[src/rtl/pipeline_id_stage.sv]
// RV32I decode stage with load-use hazard detection and a registered ID/EX boundary.
// Immediates and PC are carried at XLEN width; the ALU control is zero-extended to ALU_CTRL_W.
module pipeline_id_stage #(
    parameter int unsigned XLEN       = 32,
    parameter int unsigned ALU_CTRL_W = 4
) (
    input  logic                  clk,
    input  logic                  rst,
    input  logic                  if_valid,
    input  logic [31:0]           if_inst,
    input  logic [XLEN-1:0]       if_pc,
    output logic                  id_ready,
    input  logic                  ex_ready,
    input  logic                  flush,
    output logic [4:0]            rs1_addr,
    output logic [4:0]            rs2_addr,
    output logic                  ex_valid,
    output logic [XLEN-1:0]       ex_pc,
    output logic [XLEN-1:0]       ex_imm,
    output logic [4:0]            ex_rs1,
    output logic [4:0]            ex_rs2,
    output logic [4:0]            ex_rd,
    output logic [1:0]            ex_alu_src_a,
    output logic                  ex_alu_src_b,
    output logic [ALU_CTRL_W-1:0] ex_alu_ctrl,
    output logic [1:0]            ex_mem_to_reg,
    output logic                  ex_branch,
    output logic                  ex_jump,
    output logic                  ex_reg_write,
    output logic                  ex_mem_rw,
    output logic                  ex_illegal
);

    typedef enum logic [4:0] {
        OP_LOAD   = 5'b00000,
        OP_IMM    = 5'b00100,
        OP_AUIPC  = 5'b00101,
        OP_STORE  = 5'b01000,
        OP_R      = 5'b01100,
        OP_LUI    = 5'b01101,
        OP_BRANCH = 5'b11000,
        OP_JALR   = 5'b11001,
        OP_JAL    = 5'b11011
    } opcode_e;

    logic [31:0] imm_i, imm_s, imm_b, imm_j, imm_u;
    logic [31:0] imm32;
    logic [2:0]  fun3;
    logic [3:0]  alu4;
    logic [1:0]  src_a, m2r;
    logic        src_b, branch, jump, reg_write, mem_rw, illegal;
    logic        rs1_used, rs2_used;
    logic        hazard;

    assign rs1_addr = if_inst[19:15];
    assign rs2_addr = if_inst[24:20];
    assign fun3     = if_inst[14:12];

    assign imm_i = {{20{if_inst[31]}}, if_inst[31:20]};
    assign imm_s = {{20{if_inst[31]}}, if_inst[31:25], if_inst[11:7]};
    assign imm_b = {{19{if_inst[31]}}, if_inst[31], if_inst[7], if_inst[30:25], if_inst[11:8], 1'b0};
    assign imm_j = {{11{if_inst[31]}}, if_inst[31], if_inst[19:12], if_inst[20], if_inst[30:21], 1'b0};
    assign imm_u = {if_inst[31:12], 12'b0};

    always_comb begin
        imm32     = '0;
        alu4      = '0;
        src_a     = 2'b00;
        src_b     = 1'b1;
        m2r       = 2'b00;
        branch    = 1'b0;
        jump      = 1'b0;
        reg_write = 1'b0;
        mem_rw    = 1'b0;
        illegal   = 1'b0;
        rs1_used  = 1'b0;
        rs2_used  = 1'b0;
        if (if_inst[1:0] != 2'b11) begin
            illegal = 1'b1;
        end else begin
            case (opcode_e'(if_inst[6:2]))
                OP_R: begin
                    src_b     = 1'b0;
                    alu4      = {if_inst[30], fun3};
                    reg_write = 1'b1;
                    rs1_used  = 1'b1;
                    rs2_used  = 1'b1;
                end
                OP_IMM: begin
                    imm32     = imm_i;
                    // inst[30] is an immediate bit except for the shift-right pair
                    alu4      = {(fun3 == 3'b101) & if_inst[30], fun3};
                    reg_write = 1'b1;
                    rs1_used  = 1'b1;
                end
                OP_LOAD: begin
                    imm32     = imm_i;
                    m2r       = 2'b01;
                    reg_write = 1'b1;
                    rs1_used  = 1'b1;
                end
                OP_STORE: begin
                    imm32    = imm_s;
                    mem_rw   = 1'b1;
                    rs1_used = 1'b1;
                    rs2_used = 1'b1;
                end
                OP_BRANCH: begin
                    imm32    = imm_b;
                    src_b    = 1'b0;
                    alu4     = 4'b1000;
                    branch   = 1'b1;
                    rs1_used = 1'b1;
                    rs2_used = 1'b1;
                end
                OP_JAL: begin
                    imm32     = imm_j;
                    src_a     = 2'b01;
                    m2r       = 2'b10;
                    jump      = 1'b1;
                    reg_write = 1'b1;
                end
                OP_JALR: begin
                    imm32     = imm_i;
                    m2r       = 2'b10;
                    jump      = 1'b1;
                    reg_write = 1'b1;
                    rs1_used  = 1'b1;
                end
                OP_LUI: begin
                    imm32     = imm_u;
                    src_a     = 2'b10;
                    reg_write = 1'b1;
                end
                OP_AUIPC: begin
                    imm32     = imm_u;
                    src_a     = 2'b01;
                    reg_write = 1'b1;
                end
                default: illegal = 1'b1;
            endcase
        end
    end

    assign hazard = ex_valid & (ex_mem_to_reg == 2'b01) & (ex_rd != 5'd0) & if_valid &
                    ((rs1_used & (rs1_addr == ex_rd)) | (rs2_used & (rs2_addr == ex_rd)));

    assign id_ready = ex_ready & ~hazard;

    always_ff @(posedge clk or posedge rst) begin
        if (rst) begin
            ex_valid      <= 1'b0;
            ex_pc         <= '0;
            ex_imm        <= '0;
            ex_rs1        <= '0;
            ex_rs2        <= '0;
            ex_rd         <= '0;
            ex_alu_src_a  <= '0;
            ex_alu_src_b  <= 1'b0;
            ex_alu_ctrl   <= '0;
            ex_mem_to_reg <= '0;
            ex_branch     <= 1'b0;
            ex_jump       <= 1'b0;
            ex_reg_write  <= 1'b0;
            ex_mem_rw     <= 1'b0;
            ex_illegal    <= 1'b0;
        end else if (flush) begin
            ex_valid <= 1'b0;
        end else if (ex_ready && hazard) begin
            ex_valid <= 1'b0;
        end else if (ex_ready) begin
            ex_valid      <= if_valid;
            ex_pc         <= if_pc;
            ex_imm        <= XLEN'($signed(imm32));
            ex_rs1        <= rs1_addr;
            ex_rs2        <= rs2_addr;
            ex_rd         <= if_inst[11:7];
            ex_alu_src_a  <= src_a;
            ex_alu_src_b  <= src_b;
            ex_alu_ctrl   <= ALU_CTRL_W'(alu4);
            ex_mem_to_reg <= m2r;
            ex_branch     <= branch;
            ex_jump       <= jump;
            ex_reg_write  <= reg_write;
            ex_mem_rw     <= mem_rw;
            ex_illegal    <= illegal;
        end
    end

endmodule

[config.mk]
export PLATFORM = sky130hd
export DESIGN_NAME = pipeline_id_stage
export DESIGN_NICKNAME = d
export VERILOG_FILES = /design/src/rtl/pipeline_id_stage.sv
export SDC_FILE = /design/constraint.sdc
export NUM_CORES = 1
export LEC_CHECK = 0
export BUFFER_PORTS_ARGS = -buffer_cell sky130_fd_sc_hd__buf_2
export CAP_MARGIN = 15
export CELL_PAD_IN_SITES_DETAIL_PLACEMENT = 0
export CELL_PAD_IN_SITES_GLOBAL_PLACEMENT = 1
export CORE_UTILIZATION = 34
export CTS_CLUSTER_DIAMETER = 30
export DETAILED_ROUTE_END_ITERATION = 8
export PLACE_DENSITY_LB_ADDON = 0.25
export RECOVER_POWER = 25
export SYNTH_ARGS = -nofsm -noshare
export SYNTH_HDL_FRONTEND = slang
export SYNTH_SLANG_ARGS = --single-unit
[constraint.sdc]
create_clock -name clk -period 3.1 [get_ports clk]
set_input_delay 0.62 -clock clk [delete_from_list [all_inputs] [get_ports clk]]
set_output_delay 0.62 -clock clk [all_outputs]
set_load 0.005 [all_outputs]
== Yosys cells after proc, flatten, opt, wreduce, memory -nomap -nowiden ==
Cells that the tools add are included.

* Logic and storage cells: 81
* ROM bits: 0
* Bits in writable memories: 0
* Latch bits: 0
* Register bits: 94
* Memories: 0
* Output and inout bits: 105

* Mux-type cells: 27
* $mul: 0
* $add $sub $neg: 0
* Eq/ne operators: 13
* Shift-type cells: 0
* Div/mod/pow operators: 0
* Reduce and logical (&&, ||, !) cells: 14
* $lt $le $gt $ge: 0
* Bitwise operators: 12

{| class="wikitable"
|+ Operator list
! operator !! count
|-
| $pmux 32 s5 || 1
|-
| $mux 32 || 1
|-
| $mux 1 || 19
|-
| $eq 5x4->1 const B || 3
|-
| $eq 5x5->1 const B || 3
|-
| $pmux 4 s3 || 1
|-
| $eq 5x3->1 const B || 2
|-
| $eq 5x5->1 || 2
|-
| $reduce_or 9->1 || 1
|-
| $and 1x1->1 || 8
|-
| $pmux 2 s2 || 2
|-
| $reduce_or 2->1 || 4
|-
| $reduce_or 7->1 || 1
|-
| $reduce_or 3->1 || 2
|-
| $reduce_or 6->1 || 1
|-
| $logic_not 5->1 || 1
|-
| $reduce_bool 5->1 || 1
|-
| $mux 2 || 2
|-
| $mux 4 || 1
|-
| $eq 3x3->1 const B || 1
|-
| $not 1->1 || 3
|-
| $reduce_and 3->1 || 1
|-
| $reduce_bool 3->1 || 1
|-
| $eq 2x1->1 const B || 1
|-
| other kinds (3) || 3
|}

== Depth between registers and ports, before layout ==
Gate-level depths: netlist of the first run.

* Word-level depth: 10
* Mapped depth: 9
* Mapped depth without buffers: 5

== Worst setup path before layout of the first run ==
OpenSTA, ideal clock, no wires.

* Path type: input to output
* Start: input if_inst[6]
* End: output id_ready
* Arrival time: 1.807 ns
* Cell stages on the path: 7
* Data required time: 2.480 ns
* Path slack: 0.673 ns
* Path through: buf_6 or2_4 a2111oi_0 nand2_1 a21boi_1 buf_2 nor2b_1

* Word-level cells in the longest chain between the ends: 9
* Elaborated cells on any way between the ends: 18
* Those cells by class: eq/ne (5); mux (4); bitwise (6); reduce/logical (3)

{| class="wikitable"
|+ RTL lines
! element !! line !! text
|-
| start: declaration || 10 || <nowiki>input logic [31:0] if_inst,</nowiki>
|-
| $eq 5x5->1 (tied with other cells) || 81 || <nowiki>case (opcode_e'(if_inst[6:2]))</nowiki>
|-
| $reduce_or 6->1 (no line) or $reduce_or 3->1 (tied branches) || -- ||
|-
| $mux 1 || 81 ||
|-
| $mux 1 || 78 || <nowiki>if (if_inst[1:0] != 2'b11) begin</nowiki>
|-
| $and 1x1->1 || 146 || <nowiki>((rs1_used & (rs1_addr == ex_rd)) | (rs2_used & (rs2_addr == ex_rd)));</nowiki>
|-
| $or 1x1->1 * || 146 ||
|-
| $and 1x1->1 * || 145 || <nowiki>assign hazard = ex_valid & (ex_mem_to_reg == 2'b01) & (ex_rd != 5'd0) & if_valid &</nowiki>
|-
| $not 1->1 * || 148 || <nowiki>assign id_ready = ex_ready & ~hazard;</nowiki>
|-
| $and 1x1->1 * || 148 ||
|-
| end: declaration || 12 || <nowiki>output logic id_ready,</nowiki>
|}

Every way passes the cells marked *; elsewhere a longest branch is shown, timed or not.

== Worst setup path after layout of the first run ==
* Start: input if_inst[2]
* End: output id_ready

Same word-level chain as after synthesis.

==> impl_metrics.prom, run 1 <==
# TYPE chip_impl_metric gauge
chip_impl_metric{name="maximum_number_of_pins_on_one_net_before_global_route_repair",unit=""} 57
chip_impl_metric{name="fp-row-count",unit=""} 42
chip_impl_metric{name="clk-insertion-delay-late",unit="ns"} 0.35
chip_impl_metric{name="pre_cts_ws",unit="ns"} 0.478
chip_impl_metric{name="accumulated_negative_setup_slack",unit="ns"} 0
chip_impl_metric{name="synth_cell_type_count",unit=""} 51
chip_impl_info{name="reg.largest.list",value="ex_imm x32, ex_pc x32"} 1
chip_impl_metric{name="worst-path-stages",unit=""} 8
chip_impl_metric{name="drive_above_1_share",unit=""} 0.438
chip_impl_metric{name="crit_fanout",unit=""} 12
chip_impl_metric{name="clockBufferDepth",unit=""} 2
chip_impl_metric{name="finalHoldViolCount",unit=""} 0
chip_impl_info{name="yosys-top-cells-area",value="sky130_fd_sc_hd__dfrtp_1 51%, sky130_fd_sc_hd__mux2_4 13%, sky130_fd_sc_hd__o32ai_1 4.7%, sky130_fd_sc_hd__inv_1 3.5%, sky130_fd_sc_hd__mux2_1 3.4%"} 1
chip_impl_info{name="worstSetupEndpoint",value="id_ready"} 1
chip_impl_metric{name="timing.slew.headroom",unit=""} -0.415
chip_impl_metric{name="cts-buffers-inserted",unit=""} 9
chip_impl_metric{name="worstPathArrival",unit="ns"} 2.00
chip_impl_metric{name="ctsResizeCount",unit=""} 0
chip_impl_metric{name="fillerInstances",unit=""} 1346
chip_impl_metric{name="via_per_inst",unit=""} 4.96
chip_impl_metric{name="die_height",unit="microns"} 119
chip_impl_metric{name="count_of_vias_placed_by_the_detailed_router",unit=""} 3615
chip_impl_metric{name="initial_core_util",unit=""} 0.349
chip_impl_metric{name="drc",unit=""} 0
chip_impl_metric{name="synth.avg_cell_area",unit="sq um"} 11.7
chip_impl_metric{name="sequential_cell_area_fraction_in_the_yosys_report",unit=""} 0.510
chip_impl_info{name="worstPathCellList",value="buf_2 > nor4bb_1 > buf_4 > nand3_1 > or3_1 > a21boi_2 > nor2b_1 > buf_2"} 1
chip_impl_metric{name="wl_per_cell",unit="microns"} 16.9
chip_impl_metric{name="finalSetupViolations",unit=""} 0
chip_impl_metric{name="timing.fmax",unit="GHz"} 0.382
chip_impl_info{name="worst_setup_path_end_kind",value="output pin"} 1
chip_impl_metric{name="period_minus_slack",unit="ns"} 2.62
chip_impl_metric{name="die-width",unit="microns"} 119
chip_impl_metric{name="max_cap_viol_count",unit=""} 1
chip_impl_info{name="synth_top_area_cell",value="sky130_fd_sc_hd__dfrtp_1"} 1
chip_impl_metric{name="detailed_place_hpwl",unit="microns"} 8950
chip_impl_info{name="startpoint",value="if_inst[2]"} 1
chip_impl_metric{name="htree_levels",unit=""} 3
chip_impl_metric{name="dr.first_iter.drc_count",unit=""} 180
chip_impl_metric{name="layout_setup_ws",unit="ns"} 0.481
chip_impl_metric{name="flow.area_growth_from_synthesis",unit="%"} 26.6
chip_impl_info{name="worst_path_max_delay_cell",value="sky130_fd_sc_hd__or3_1"} 1
chip_impl_metric{name="grt_util_met2",unit=""} 0.278
chip_impl_metric{name="drt-pass1-iter-count",unit=""} 4
chip_impl_info{name="rsz0062_at_grt",value="no"} 1
chip_impl_metric{name="grt_first_pass_wirelength",unit="microns"} 19800
chip_impl_metric{name="yosysTopAreaCellShare",unit=""} 0.510
chip_impl_metric{name="gr-usage-met1",unit=""} 0.245
chip_impl_metric{name="mappedNetlistArea",unit="sq mm"} 0.00462
chip_impl_metric{name="cts_num_sinks",unit=""} 94
chip_impl_metric{name="period_share",unit=""} 0.845
chip_impl_metric{name="r2r_setup_slack",unit="ns"} 0.98
chip_impl_metric{name="antenna_found_initial",unit=""} 0
chip_impl_info{name="clockRootBuffer",value="sky130_fd_sc_hd__clkbuf_16"} 1
chip_impl_info{name="violations",value="capacitance limit, slew limit"} 1
chip_impl_info{name="crit_top_cell",value="sky130_fd_sc_hd__buf_2"} 1
chip_impl_info{name="synth_flop_cell",value="sky130_fd_sc_hd__dfrtp_1"} 1
chip_impl_metric{name="worst-r2r-cell-count",unit=""} 6
chip_impl_metric{name="cts.clk_slew.worst_paths",unit="ns"} 0.06
chip_impl_metric{name="synth-edff-count",unit=""} 0
chip_impl_info{name="timing.rr.end",value="ex_imm[25]$_DFFE_PP0P_"} 1
chip_impl_metric{name="asyncSetResetFlopFracSynth",unit=""} 1.00
chip_impl_info{name="tritoncts",value="built"} 1
chip_impl_metric{name="overflow",unit=""} 0
chip_impl_metric{name="floorplan.core_area",unit="sq mm"} 0.0132
chip_impl_metric{name="cts_setup_buffers",unit=""} 0
chip_impl_metric{name="layout.nets",unit=""} 619
chip_impl_info{name="timing.critical_path.from_type",value="primary input"} 1
chip_impl_metric{name="cp_slowest_stage_delay",unit="ns"} 0.33
chip_impl_metric{name="top_level_pins",unit=""} 174
chip_impl_info{name="gr-max-usage-layer",value="met2"} 1
chip_impl_metric{name="number_of_global_route_vias_before_repair",unit=""} 3666
chip_impl_metric{name="routed_wirelength",unit="microns"} 12300
chip_impl_metric{name="post_synthesis_register_bit_count",unit=""} 94
chip_impl_info{name="critical_path.top_delay_family",value="simple AND/OR/NAND/NOR gates"} 1
chip_impl_metric{name="cts_hold_repair.buffers",unit=""} 0
chip_impl_metric{name="number_of_antenna_cells_inserted",unit=""} 0
chip_impl_metric{name="powerDensity",unit="mW/mm^2"} 496
chip_impl_metric{name="peakVddDrop",unit="V"} 0.000283
chip_impl_metric{name="total_leakage_power",unit="uW"} 0.00281
chip_impl_metric{name="synth.yosys.warnings",unit=""} 0
chip_impl_metric{name="drtAntennaViolNets",unit=""} 0
chip_impl_metric{name="floorplan.die_area",unit="sq mm"} 0.0140
chip_impl_metric{name="post_synthesis_instance_total",unit=""} 393
chip_impl_info{name="outcome",value="finished, violations left"} 1
chip_impl_metric{name="port_buffers",unit=""} 173
chip_impl_metric{name="timing.final.max_slew_violations",unit=""} 56
chip_impl_metric{name="worst_pin_slew",unit="ns"} 2.12
chip_impl_metric{name="gp_congestion",unit=""} 0.746
chip_impl_metric{name="synthesis.nets",unit=""} 462
chip_impl_info{name="timing.rr.start",value="ex_rd[1]$_DFFE_PP0P_"} 1
chip_impl_metric{name="timing.clock.skew",unit="ns"} 0.00992
chip_impl_info{name="timing.hold.worst.class",value="reg -> reg"} 1
chip_impl_metric{name="critPathRequiredTime",unit="ns"} 2.48
chip_impl_metric{name="grt_util_all_layers",unit=""} 0.182
chip_impl_metric{name="critical_path.n_buffers_inverters",unit=""} 3
chip_impl_metric{name="met3_usage",unit=""} 0.0545
chip_impl_info{name="path_class",value="in -> out"} 1
==> final cells by class <==
cell class,count,area (sq um),share of cell area
multi-input cells,219,1870,0.321
flip-flops and latches,94,2350,0.403
clock buffers,12,246,0.0422
inverters,43,161,0.0276
clock inverters,2,10.0,0.00171
well taps,176,220,0.0377
repair buffers,183,978,0.167
==> metal layers <==
layer,up-vias,wire (microns)
li1,1696,-
met1,1760,5550
met2,142,5530
met3,17,1030
met4,0,221
met5,-,0
==> where the power goes <==
group / leakage (uW) / switching (uW) / total [uW] / internal [uW]
registers: 0.00120 / 67.4 / 1400 / 1330
logic: 0.00148 / 230 / 501 / 271
clock network: 0.000128 / 447 / 1000 / 555
==> how the worst min path moves through the flow <==
stage / start / to / slack [ns] / depth (start not counted)
final: ex_pc[15]$_DFFE_PP0P_ / ex_pc[15]$_DFFE_PP0P_ / 0.48 / 1
after global routing: if_pc[14] / ex_pc[14]$_DFFE_PP0P_ / 0.48 / 2
after CTS: rst / ex_pc[16]$_DFFE_PP0P_ / 0.42 / 2
after detailed placement: ex_pc[15]$_DFFE_PP0P_ / ex_pc[15]$_DFFE_PP0P_ / 0.47 / 1
after global placement: ex_pc[13]$_DFFE_PP0P_ / ex_pc[13]$_DFFE_PP0P_ / 0.46 / 1
after floorplan: ex_mem_to_reg[1]$_DFFE_PP0P_ / ex_mem_to_reg[1]$_DFFE_PP0P_ / 0.48 / 2
==> kinds of logic (layout without fill, tap and decap cells) <==
kind of cell | Yosys count | count (layout) | share of synthesized area
buffers and inverters | 80 | 240 | 0.0878
AO/OA/AOI/OAI | 87 | 87 | 0.137
AND/OR/NAND/NOR | 67 | 67 | 0.0794
flip-flops | 94 | 94 | 0.510
XOR/XNOR | 9 | 9 | 0.0171
multiplexers | 56 | 56 | 0.169
==> synth_stat cells, types with 2 or more instances <==
cell,n
sky130_fd_sc_hd__o32ai_1,25
sky130_fd_sc_hd__and2_1,2
sky130_fd_sc_hd__a22oi_1,4
sky130_fd_sc_hd__a21boi_0,12
sky130_fd_sc_hd__nor4_1,3
sky130_fd_sc_hd__xor2_1,5
sky130_fd_sc_hd__nand2_1,18
sky130_fd_sc_hd__o41ai_1,2
sky130_fd_sc_hd__nand4_1,5
sky130_fd_sc_hd__buf_4,12
sky130_fd_sc_hd__buf_1,2
sky130_fd_sc_hd__dfrtp_1,94
sky130_fd_sc_hd__o22ai_1,11
sky130_fd_sc_hd__buf_2,6
sky130_fd_sc_hd__nand2b_1,5
sky130_fd_sc_hd__mux2_4,40
sky130_fd_sc_hd__a31oi_1,2
sky130_fd_sc_hd__nor2b_1,3
sky130_fd_sc_hd__nor2_1,7
sky130_fd_sc_hd__a21oi_1,15
sky130_fd_sc_hd__inv_1,43
sky130_fd_sc_hd__nand3_1,11
sky130_fd_sc_hd__mux2i_1,2
sky130_fd_sc_hd__o21ai_1,3
sky130_fd_sc_hd__xnor2_1,4
sky130_fd_sc_hd__clkbuf_1,10
sky130_fd_sc_hd__mux2_1,14
sky130_fd_sc_hd__nor3b_1,2
sky130_fd_sc_hd__o21ai_0,3
sky130_fd_sc_hd__buf_6,7
==> cells in the final DEF, fill, tap and decap left out, types with 3 or more instances in the layout <==
cell type,instances
sky130_fd_sc_hd__mux2_4,40
sky130_fd_sc_hd__o22ai_1,11
sky130_fd_sc_hd__o32ai_1,25
sky130_fd_sc_hd__nand2b_1,5
sky130_fd_sc_hd__clkbuf_16,9
sky130_fd_sc_hd__buf_4,7
sky130_fd_sc_hd__xnor2_1,4
sky130_fd_sc_hd__nor2b_1,3
sky130_fd_sc_hd__mux2_1,14
sky130_fd_sc_hd__nand2_1,18
sky130_fd_sc_hd__dfrtp_1,94
sky130_fd_sc_hd__o21ai_1,3
sky130_fd_sc_hd__nand4_1,5
sky130_fd_sc_hd__a22oi_1,4
sky130_fd_sc_hd__buf_12,3
sky130_fd_sc_hd__buf_2,173
sky130_fd_sc_hd__nor2_1,7
sky130_fd_sc_hd__inv_1,43
sky130_fd_sc_hd__nor4_1,3
sky130_fd_sc_hd__a21boi_0,12
sky130_fd_sc_hd__xor2_1,5
sky130_fd_sc_hd__nand3_1,11
sky130_fd_sc_hd__a21oi_1,14
sky130_fd_sc_hd__o21ai_0,3
==> through the flow <==
step / instances / total power, uW / hold slack [ns] / utilization / instance area [sq um]
5_1_grt: 729 / 3040 / 0.483 / 0.441 / 5840
4_1_cts: 729 / 2940 / 0.419 / 0.441 / 5840
3_3_place_gp: 715 / 1920 / 0.464 / 0.422 / 5590
2_1_floorplan: 393 / 1700 / 0.480 / - / 4620
3_5_place_dp: 715 / 1930 / 0.471 / 0.422 / 5590
6_report: 729 / 2900 / 0.475 / 0.441 / 5840
Note: power is estimated with default switching activity, not from simulation.
==> run 2: changes to the inputs <==
--- a/config.mk
+++ b/config.mk
@@ -5,11 +5,12 @@
 export SDC_FILE = /design/constraint.sdc
 export NUM_CORES = 1
 export LEC_CHECK = 0
+export ABC_AREA = 1
 export BUFFER_PORTS_ARGS = -buffer_cell sky130_fd_sc_hd__buf_2
 export CAP_MARGIN = 15
 export CELL_PAD_IN_SITES_DETAIL_PLACEMENT = 0
 export CELL_PAD_IN_SITES_GLOBAL_PLACEMENT = 1
-export CORE_UTILIZATION = 34
+export CORE_UTILIZATION = 35
 export CTS_CLUSTER_DIAMETER = 30
 export DETAILED_ROUTE_END_ITERATION = 8
 export PLACE_DENSITY_LB_ADDON = 0.25
==> constraint.sdc (replaced) <==
create_clock -name clk -period 2.62 [get_ports clk]
set_input_delay 0.524 -clock clk [delete_from_list [all_inputs] [get_ports clk]]
set_output_delay 0.524 -clock clk [all_outputs]
set_load 0.005 [all_outputs]
==> impl_metrics.prom, run 2 <==
# TYPE chip_impl_metric gauge
chip_impl_info{name="tritoncts",value="built"} 1
chip_impl_metric{name="total_leakage_power",unit="uW"} 0.00384
chip_impl_metric{name="antenna_found_initial",unit=""} 1
chip_impl_metric{name="initial_core_util",unit=""} 0.362
chip_impl_metric{name="layout.nets",unit=""} 899
chip_impl_info{name="rsz0062_at_grt",value="no"} 1
chip_impl_metric{name="grt_first_pass_wirelength",unit="microns"} 25800
chip_impl_metric{name="port_buffers",unit=""} 173
chip_impl_info{name="worst_setup_path_end_kind",value="output pin"} 1
chip_impl_metric{name="accumulated_negative_setup_slack",unit="ns"} 0
chip_impl_metric{name="cts_hold_repair.buffers",unit=""} 0
chip_impl_metric{name="asyncSetResetFlopFracSynth",unit=""} 1.00
chip_impl_metric{name="via_per_inst",unit=""} 5.11
chip_impl_metric{name="fp-row-count",unit=""} 43
chip_impl_info{name="worstHoldEndpoint",value="ex_pc[18]$_DFFE_PP0P_"} 1
chip_impl_info{name="worstPathCellList",value="nand2_1 > nor3b_1 > o21ai_0 > inv_1 > a21oi_1 > buf_2"} 1
chip_impl_metric{name="finalSetupViolations",unit=""} 0
chip_impl_metric{name="r2r_setup_slack",unit="ns"} 0.68
chip_impl_metric{name="number_of_global_route_vias_before_repair",unit=""} 4874
chip_impl_metric{name="crit_fanout",unit=""} 3
chip_impl_metric{name="wl_per_cell",unit="microns"} 16.2
chip_impl_metric{name="period_share",unit=""} 0.860
chip_impl_metric{name="drt-pass1-iter-count",unit=""} 6
chip_impl_info{name="timing.rr.start",value="ex_mem_to_reg[0]$_DFFE_PP0P_"} 1
chip_impl_metric{name="powerDensity",unit="mW/mm^2"} 573
chip_impl_info{name="commonest_cells_in_the_netlist",value="288 x sky130_fd_sc_hd__nand2_1, 97 x sky130_fd_sc_hd__nand4_1, 94 x sky130_fd_sc_hd__dfrtp_1"} 1
chip_impl_metric{name="fin_hold_ws",unit="ns"} 0.419
chip_impl_metric{name="clockBufferDepth",unit=""} 2
chip_impl_metric{name="mappedNetlistArea",unit="sq mm"} 0.00508
chip_impl_metric{name="synth-compound-area-share",unit=""} 0.0185
chip_impl_info{name="layout.cells.most_common_list",value="288 x sky130_fd_sc_hd__nand2_1, 172 x sky130_fd_sc_hd__buf_2, 97 x sky130_fd_sc_hd__nand4_1"} 1
chip_impl_metric{name="die_height",unit="microns"} 123
chip_impl_metric{name="max_cap_viol_count",unit=""} 0
chip_impl_metric{name="synth.yosys.warnings",unit=""} 0
chip_impl_metric{name="timing.clock.skew",unit="ns"} 0.00858
chip_impl_metric{name="flow.area_growth_from_synthesis",unit="%"} 23.4
chip_impl_metric{name="post_synthesis_register_bit_count",unit=""} 94
chip_impl_metric{name="worstPathArrival",unit="ns"} 1.73
chip_impl_metric{name="htree_levels",unit=""} 3
chip_impl_metric{name="clk-insertion-delay-late",unit="ns"} 0.35
chip_impl_metric{name="finalHoldViolCount",unit=""} 0
chip_impl_metric{name="synth.avg_cell_area",unit="sq um"} 7.32
chip_impl_metric{name="cts_setup_buffers",unit=""} 0
chip_impl_metric{name="period_minus_slack",unit="ns"} 2.25
chip_impl_info{name="timing.hold.worst.class",value="in -> reg"} 1
chip_impl_metric{name="cts_num_sinks",unit=""} 94
chip_impl_metric{name="timing.final.max_slew_violations",unit=""} 0
chip_impl_metric{name="gp_congestion",unit=""} 0.885
chip_impl_info{name="timing.rr.end",value="ex_imm[8]$_DFFE_PP0P_"} 1
chip_impl_metric{name="peakVddDrop",unit="V"} 0.000268
chip_impl_metric{name="drc",unit=""} 0
chip_impl_metric{name="dpl_cell_area",unit="sq mm"} 0.00597
chip_impl_info{name="dominant_combinational_cell_family_by_area_after_synthesis",value="simple AND/OR/NAND/NOR gates"} 1
chip_impl_metric{name="synth_cell_type_count",unit=""} 24
chip_impl_info{name="clockRootBuffer",value="sky130_fd_sc_hd__clkbuf_16"} 1
chip_impl_metric{name="synthXorXnorAreaFrac",unit=""} 0.00345
chip_impl_metric{name="adder_and_majority_cell_fraction_of_the_synthesized_area",unit=""} 0
chip_impl_metric{name="worstHoldPathCells",unit=""} 3
chip_impl_metric{name="drive_above_1_share",unit=""} 0.252
chip_impl_info{name="layout_commonest_cell",value="sky130_fd_sc_hd__nand2_1"} 1
chip_impl_metric{name="maximum_number_of_pins_on_one_net_before_global_route_repair",unit=""} 95
chip_impl_info{name="post-synth-top-count-cell",value="sky130_fd_sc_hd__nand2_1"} 1
chip_impl_metric{name="floorplan.core_area",unit="sq mm"} 0.0140
chip_impl_metric{name="overflow",unit=""} 0
chip_impl_metric{name="top_level_pins",unit=""} 174
chip_impl_metric{name="cts-buffers-inserted",unit=""} 9
chip_impl_metric{name="detailed_place_hpwl",unit="microns"} 11300
chip_impl_metric{name="count_of_vias_placed_by_the_detailed_router",unit=""} 5184
chip_impl_info{name="yosys-top-cells-area",value="sky130_fd_sc_hd__dfrtp_1 46%, sky130_fd_sc_hd__nand2_1 21%, sky130_fd_sc_hd__nand4_1 12%, sky130_fd_sc_hd__inv_1 4.5%, sky130_fd_sc_hd__nand3_1 3.5%"} 1
chip_impl_metric{name="worst-r2r-cell-count",unit=""} 9
chip_impl_metric{name="worst_pin_slew",unit="ns"} 1.32
chip_impl_metric{name="synth-edff-count",unit=""} 0
chip_impl_metric{name="drtAntennaViolNets",unit=""} 0
chip_impl_info{name="hold_path.startpoint",value="if_pc[18]"} 1
chip_impl_metric{name="dr.first_iter.drc_count",unit=""} 327
chip_impl_info{name="worst_path_max_delay_cell",value="sky130_fd_sc_hd__nor3b_1"} 1
chip_impl_metric{name="cts.clk_slew.worst_paths",unit="ns"} 0.07
chip_impl_metric{name="post_synthesis_simple_gate_area_fraction",unit=""} 0.402
chip_impl_metric{name="timing.slew.headroom",unit=""} 0.118
chip_impl_metric{name="die-width",unit="microns"} 123
chip_impl_info{name="synth_flop_cell",value="sky130_fd_sc_hd__dfrtp_1"} 1
chip_impl_info{name="timing.critical_path.from_type",value="register"} 1
chip_impl_metric{name="stdcell_area",unit="sq mm"} 0.00627
chip_impl_metric{name="sequential_cell_area_fraction_in_the_yosys_report",unit=""} 0.463
chip_impl_info{name="path_class",value="reg -> out"} 1
chip_impl_metric{name="floorplan.die_area",unit="sq mm"} 0.0150
chip_impl_info{name="synth_top_area_cell",value="sky130_fd_sc_hd__dfrtp_1"} 1
chip_impl_metric{name="critPathRequiredTime",unit="ns"} 2.10
chip_impl_metric{name="yosysTopAreaCellShare",unit=""} 0.463
chip_impl_info{name="reg.largest.list",value="ex_imm x32, ex_pc x32"} 1
chip_impl_metric{name="cp_slowest_stage_delay",unit="ns"} 0.41
chip_impl_metric{name="grt_util_all_layers",unit=""} 0.227
chip_impl_info{name="outcome",value="completed"} 1
chip_impl_metric{name="post_synthesis_instance_total",unit=""} 694
chip_impl_metric{name="timing.fmax",unit="GHz"} 0.444
chip_impl_metric{name="muxShareOfSynthArea",unit=""} 0
chip_impl_metric{name="routed_wirelength",unit="microns"} 16400
chip_impl_metric{name="synthesis.nets",unit=""} 763
chip_impl_metric{name="ctsResizeCount",unit=""} 0
[run 2: cell types whose count changed after synthesis, sizes merged, moves of 4 or more]
| cell | before | now |
|---|---|---|
| o32ai | 25 | 0 |
| nor2 | 7 | 27 |
| nand3 | 11 | 38 |
| o22ai | 11 | 0 |
| a22oi | 4 | 0 |
| xor2 | 5 | 1 |
| mux2 | 54 | 0 |
| a21boi | 13 | 0 |
| nand4 | 5 | 97 |
| buf | 27 | 48 |
| inv | 43 | 62 |
| nand2b | 5 | 0 |
| nand2 | 18 | 291 |
[run 2: metal layers]
layer / part of all wire / global-route usage
met2: 0.46 / 0.358
met1: 0.45 / 0.301
met4: 0.027 / 0.104
met3: 0.059 / 0.0432
met5: 0 / 0
[run 2: how the worst max path moves through the flow]
| stage | startpoint | endpoint | slack, ns | depth (start not counted) |
|---|---|---|---|---|
| floorplan | if_inst[6] | ex_imm[31]$_DFFE_PP0P_ | 0.80 | 11 |
| global placement | if_inst[6] | ex_imm[28]$_DFFE_PP0P_ | 0.45 | 11 |
| detailed placement | if_inst[3] | ex_imm[23]$_DFFE_PP0P_ | 0.38 | 11 |
| CTS | ex_mem_to_reg[0]$_DFFE_PP0P_ | id_ready | 0.39 | 6 |
| global route | ex_mem_to_reg[0]$_DFFE_PP0P_ | id_ready | 0.22 | 6 |
| finish | ex_mem_to_reg[0]$_DFFE_PP0P_ | id_ready | 0.37 | 6 |
[run 2: cell type report]
cell class	instances	area (sq um)
multi-input combinational	478	2160
sequential	94	2350
antenna	1	2.50
fill	1506	7770
clock inverter	6	86.3
timing repair buffer	185	983
tap	180	225
inverter	62	234
clock buffer	9	225
[run 2: per-stage QoR]
stage          utilization  instances  total power, uW  setup slack [ns]
2_1_floorplan            -        694             1960             0.800
3_3_place_gp         0.425        999             2220             0.450
3_5_place_dp         0.425        999             2230             0.378
4_1_cts              0.448       1014             3650             0.385
5_1_grt              0.447       1014             3780             0.219
6_report             0.447       1015             3600             0.367
[run 2: critical path: cells and delay by family, from the launching register on]
kind | cells | cell delay [ns]
compound gates | 2 | 0.24
flops | 1 | 0.38
buf+inv | 2 | 0.28
simple gates | 2 | 0.47
[run 2: kinds of logic after synthesis]
logic type / count (synthesis)
buf+inv: 122
compound gates: 18
flops: 94
xor+xnor: 2
simple gates: 458
[run 2: report_power, final]
group,switching [uW],total [uW],internal [uW]
Combinational,349,565,216
Clock,571,1400,831
Sequential,66.6,1630,1560
Total,987,3600,2610
==> run 3: changes to the inputs <==
--- a/config.mk
+++ b/config.mk
@@ -6,13 +6,15 @@
 export NUM_CORES = 1
 export LEC_CHECK = 0
 export ABC_AREA = 1
-export BUFFER_PORTS_ARGS = -buffer_cell sky130_fd_sc_hd__buf_2
 export CAP_MARGIN = 15
 export CELL_PAD_IN_SITES_DETAIL_PLACEMENT = 0
 export CELL_PAD_IN_SITES_GLOBAL_PLACEMENT = 1
 export CORE_UTILIZATION = 35
+export CTS_BUF_LIST = sky130_fd_sc_hd__clkbuf_16
 export CTS_CLUSTER_DIAMETER = 30
 export DETAILED_ROUTE_END_ITERATION = 8
+export DONT_BUFFER_PORTS = 1
+export GPL_ROUTABILITY_DRIVEN = 0
 export PLACE_DENSITY_LB_ADDON = 0.25
 export RECOVER_POWER = 25
 export SYNTH_ARGS = -nofsm -noshare
==> impl_metrics.prom, run 3 (synthesis results as in run 2) <==
# TYPE chip_impl_metric gauge
chip_impl_info{name="outcome",value="finished, violations left"} 1
chip_impl_info{name="violations",value="capacitance limit, slew limit"} 1
chip_impl_metric{name="worstHoldPathCells",unit=""} 2
chip_impl_metric{name="count_of_vias_placed_by_the_detailed_router",unit=""} 4530
chip_impl_metric{name="die_height",unit="microns"} 123
chip_impl_metric{name="cp_slowest_stage_delay",unit="ns"} 0.44
chip_impl_metric{name="finalHoldViolCount",unit=""} 0
chip_impl_metric{name="floorplan.core_area",unit="sq mm"} 0.0140
chip_impl_metric{name="drc",unit=""} 0
chip_impl_metric{name="net-switching-power",unit="uW"} 889
chip_impl_metric{name="cts.clk_slew.worst_paths",unit="ns"} 0.07
chip_impl_metric{name="drtAntennaViolNets",unit=""} 0
chip_impl_metric{name="cellInternalPower",unit="uW"} 2310
chip_impl_info{name="reg.largest.list",value="ex_imm x32, ex_pc x32"} 1
chip_impl_metric{name="critical_path.n_buffers_inverters",unit=""} 2
chip_impl_metric{name="clockBufferDepth",unit=""} 2
chip_impl_info{name="timing.critical_path.from_type",value="register"} 1
chip_impl_metric{name="timing.clock.skew",unit="ns"} 0.00757
chip_impl_metric{name="clk-insertion-delay-late",unit="ns"} 0.35
chip_impl_info{name="layout_commonest_cell",value="sky130_fd_sc_hd__nand2_1"} 1
chip_impl_metric{name="timing.slew.headroom",unit=""} -0.299
chip_impl_metric{name="share_comb_of_total_power",unit=""} 0.099
chip_impl_metric{name="detailed_place_hpwl",unit="microns"} 10800
chip_impl_metric{name="finalSetupViolations",unit=""} 0
chip_impl_metric{name="wl_per_cell",unit="microns"} 18.3
chip_impl_metric{name="worstPathArrival",unit="ns"} 1.73
chip_impl_metric{name="dr.first_iter.drc_count",unit=""} 312
chip_impl_metric{name="drt-pass1-iter-count",unit=""} 5
chip_impl_metric{name="antenna_found_initial",unit=""} 0
chip_impl_info{name="tritoncts",value="built"} 1
chip_impl_metric{name="floorplan.die_area",unit="sq mm"} 0.0150
chip_impl_metric{name="number_of_global_route_vias_before_repair",unit=""} 4403
chip_impl_metric{name="worst-path-stages",unit=""} 6
chip_impl_metric{name="overflow",unit=""} 0
chip_impl_metric{name="via_per_inst",unit=""} 5.38
chip_impl_metric{name="routed_wirelength",unit="microns"} 15400
chip_impl_info{name="layout.cells.most_common_list",value="288 x sky130_fd_sc_hd__nand2_1, 97 x sky130_fd_sc_hd__nand4_1, 94 x sky130_fd_sc_hd__dfrtp_1"} 1
chip_impl_metric{name="period_minus_slack",unit="ns"} 2.25
chip_impl_info{name="path_class",value="reg -> out"} 1
chip_impl_metric{name="accumulated_negative_setup_slack",unit="ns"} 0
chip_impl_metric{name="cts_hold_repair.buffers",unit=""} 0
chip_impl_info{name="worst_setup_path_end_kind",value="output pin"} 1
chip_impl_metric{name="peakVddDrop",unit="V"} 0.000295
chip_impl_metric{name="total_leakage_power",unit="uW"} 0.00304
chip_impl_metric{name="max_cap_viol_count",unit=""} 1
chip_impl_metric{name="maximum_number_of_pins_on_one_net_before_global_route_repair",unit=""} 96
chip_impl_metric{name="period_share",unit=""} 0.859
chip_impl_metric{name="fp-row-count",unit=""} 43
chip_impl_metric{name="htree_levels",unit=""} 3
chip_impl_metric{name="timing.fmax",unit="GHz"} 0.444
chip_impl_info{name="critical_path.top_delay_family",value="flip-flops"} 1
chip_impl_metric{name="ctsResizeCount",unit=""} 0
chip_impl_metric{name="layout.nets",unit=""} 726
chip_impl_metric{name="power.share.sequential",unit=""} 0.520
chip_impl_metric{name="timing.final.max_slew_violations",unit=""} 42
chip_impl_metric{name="grt_first_pass_wirelength",unit="microns"} 23800
chip_impl_metric{name="top_level_pins",unit=""} 174
chip_impl_metric{name="port_buffers",unit=""} 0
chip_impl_metric{name="initial_core_util",unit=""} 0.362
chip_impl_metric{name="grt_util_all_layers",unit=""} 0.211
chip_impl_metric{name="total_power",unit="uW"} 3200
chip_impl_metric{name="layout_setup_ws",unit="ns"} 0.370
chip_impl_info{name="worst_path_max_delay_cell",value="sky130_fd_sc_hd__dfrtp_1"} 1
chip_impl_metric{name="critPathRequiredTime",unit="ns"} 2.10
chip_impl_metric{name="cts_setup_buffers",unit=""} 0
chip_impl_metric{name="crit_fanout",unit=""} 3
chip_impl_metric{name="worst_pin_slew",unit="ns"} 1.94
chip_impl_info{name="timing.hold.worst.class",value="in -> reg"} 1
chip_impl_metric{name="worst-r2r-cell-count",unit=""} 12
chip_impl_metric{name="cts-buffers-inserted",unit=""} 9
chip_impl_metric{name="die-width",unit="microns"} 123
chip_impl_metric{name="power.switching_fraction",unit=""} 0.278
chip_impl_metric{name="cts_num_sinks",unit=""} 94
chip_impl_info{name="rsz0062_at_grt",value="no"} 1
chip_impl_metric{name="number_of_antenna_cells_inserted",unit=""} 0
chip_impl_metric{name="power.clock.fraction",unit=""} 0.381
chip_impl_metric{name="drive_above_1_share",unit=""} 0.0529
chip_impl_info{name="clockRootBuffer",value="sky130_fd_sc_hd__clkbuf_16"} 1
chip_impl_metric{name="flow.area_growth_from_synthesis",unit="%"} 5.49
chip_impl_metric{name="pre_cts_ws",unit="ns"} 0.457
chip_impl_metric{name="powerDensity",unit="mW/mm^2"} 597
chip_impl_info{name="worstPathCellList",value="nand2_1 > nor3b_1 > o21ai_0 > inv_1 > a21oi_1 > buf_4"} 1
-- run 3: cell count changes in the layout (fill, tap and decap cells not counted), sizes merged --
| cell | previous run | this run |
|---|---|---|
| diode | 1 | 0 |
| bufinv | 2 | 0 |
| buf | 184 | 11 |
| clkinv | 2 | 3 |
| clkinvlp | 2 | 4 |
-- run 3: worst paths after layout --
| kind | from | to | slack [ns] |
|---|---|---|---|
| worst max register to register | ex_rd[3]$_DFFE_PP0P_ | ex_imm[10]$_DFFE_PP0P_ | 0.60 |
| worst max-delay path | ex_mem_to_reg[0]$_DFFE_PP0P_ | id_ready | 0.37 |
| max in group asynchronous | rst | ex_rd[2]$_DFFE_PP0P_ | 0.81 |
| worst min-delay path | if_inst[18] | ex_rs1[3]$_DFFE_PP0P_ | 0.32 |
| worst min register to register | ex_pc[0]$_DFFE_PP0P_ | ex_pc[0]$_DFFE_PP0P_ | 0.50 |
| min in group asynchronous | rst | ex_pc[7]$_DFFE_PP0P_ | 0.55 |
-- run 3: layout make-up --
class | count | area [sq um]
well taps | 180 | 225
multi-input cells | 478 | 2160
repair buffers | 12 | 111
flip-flops and latches | 94 | 2350
fillers | 1512 | 8680
clock buffers | 9 | 225
inverters | 62 | 235
clock inverters | 7 | 47.5
-- run 3: routing by layer --
layer / routed length (microns) / part of all wire / GRT usage / vias up
li1: - / - / - / 2165
met1: 6530 / 0.42 / 0.250 / 2187
met2: 7300 / 0.47 / 0.351 / 162
met3: 1340 / 0.087 / 0.0767 / 16
met4: 220 / 0.014 / 0.0701 / 0
met5: 0 / 0 / 0 / -
-- run 3: power groups by stage --
stage	combinational, uW	sequential (uW)	clock [uW]
3_5_place_dp	323	1690	0
5_1_grt	372	1680	1330
2_1_floorplan	295	1660	0
6_report	317	1660	1220
3_3_place_gp	313	1690	0
4_1_cts	324	1670	1270
-- run 3: metrics by stage --
stage / std cells / utilization / instance area [sq um] / hold WS, ns
after floorplan: 694 / - / 5090 / 0.465
after global placement: 826 / 0.363 / 5090 / 0.479
after detailed placement: 826 / 0.363 / 5090 / 0.485
after CTS: 842 / 0.382 / 5370 / 0.259
after global routing: 842 / 0.382 / 5360 / 0.307
final: 842 / 0.382 / 5360 / 0.318
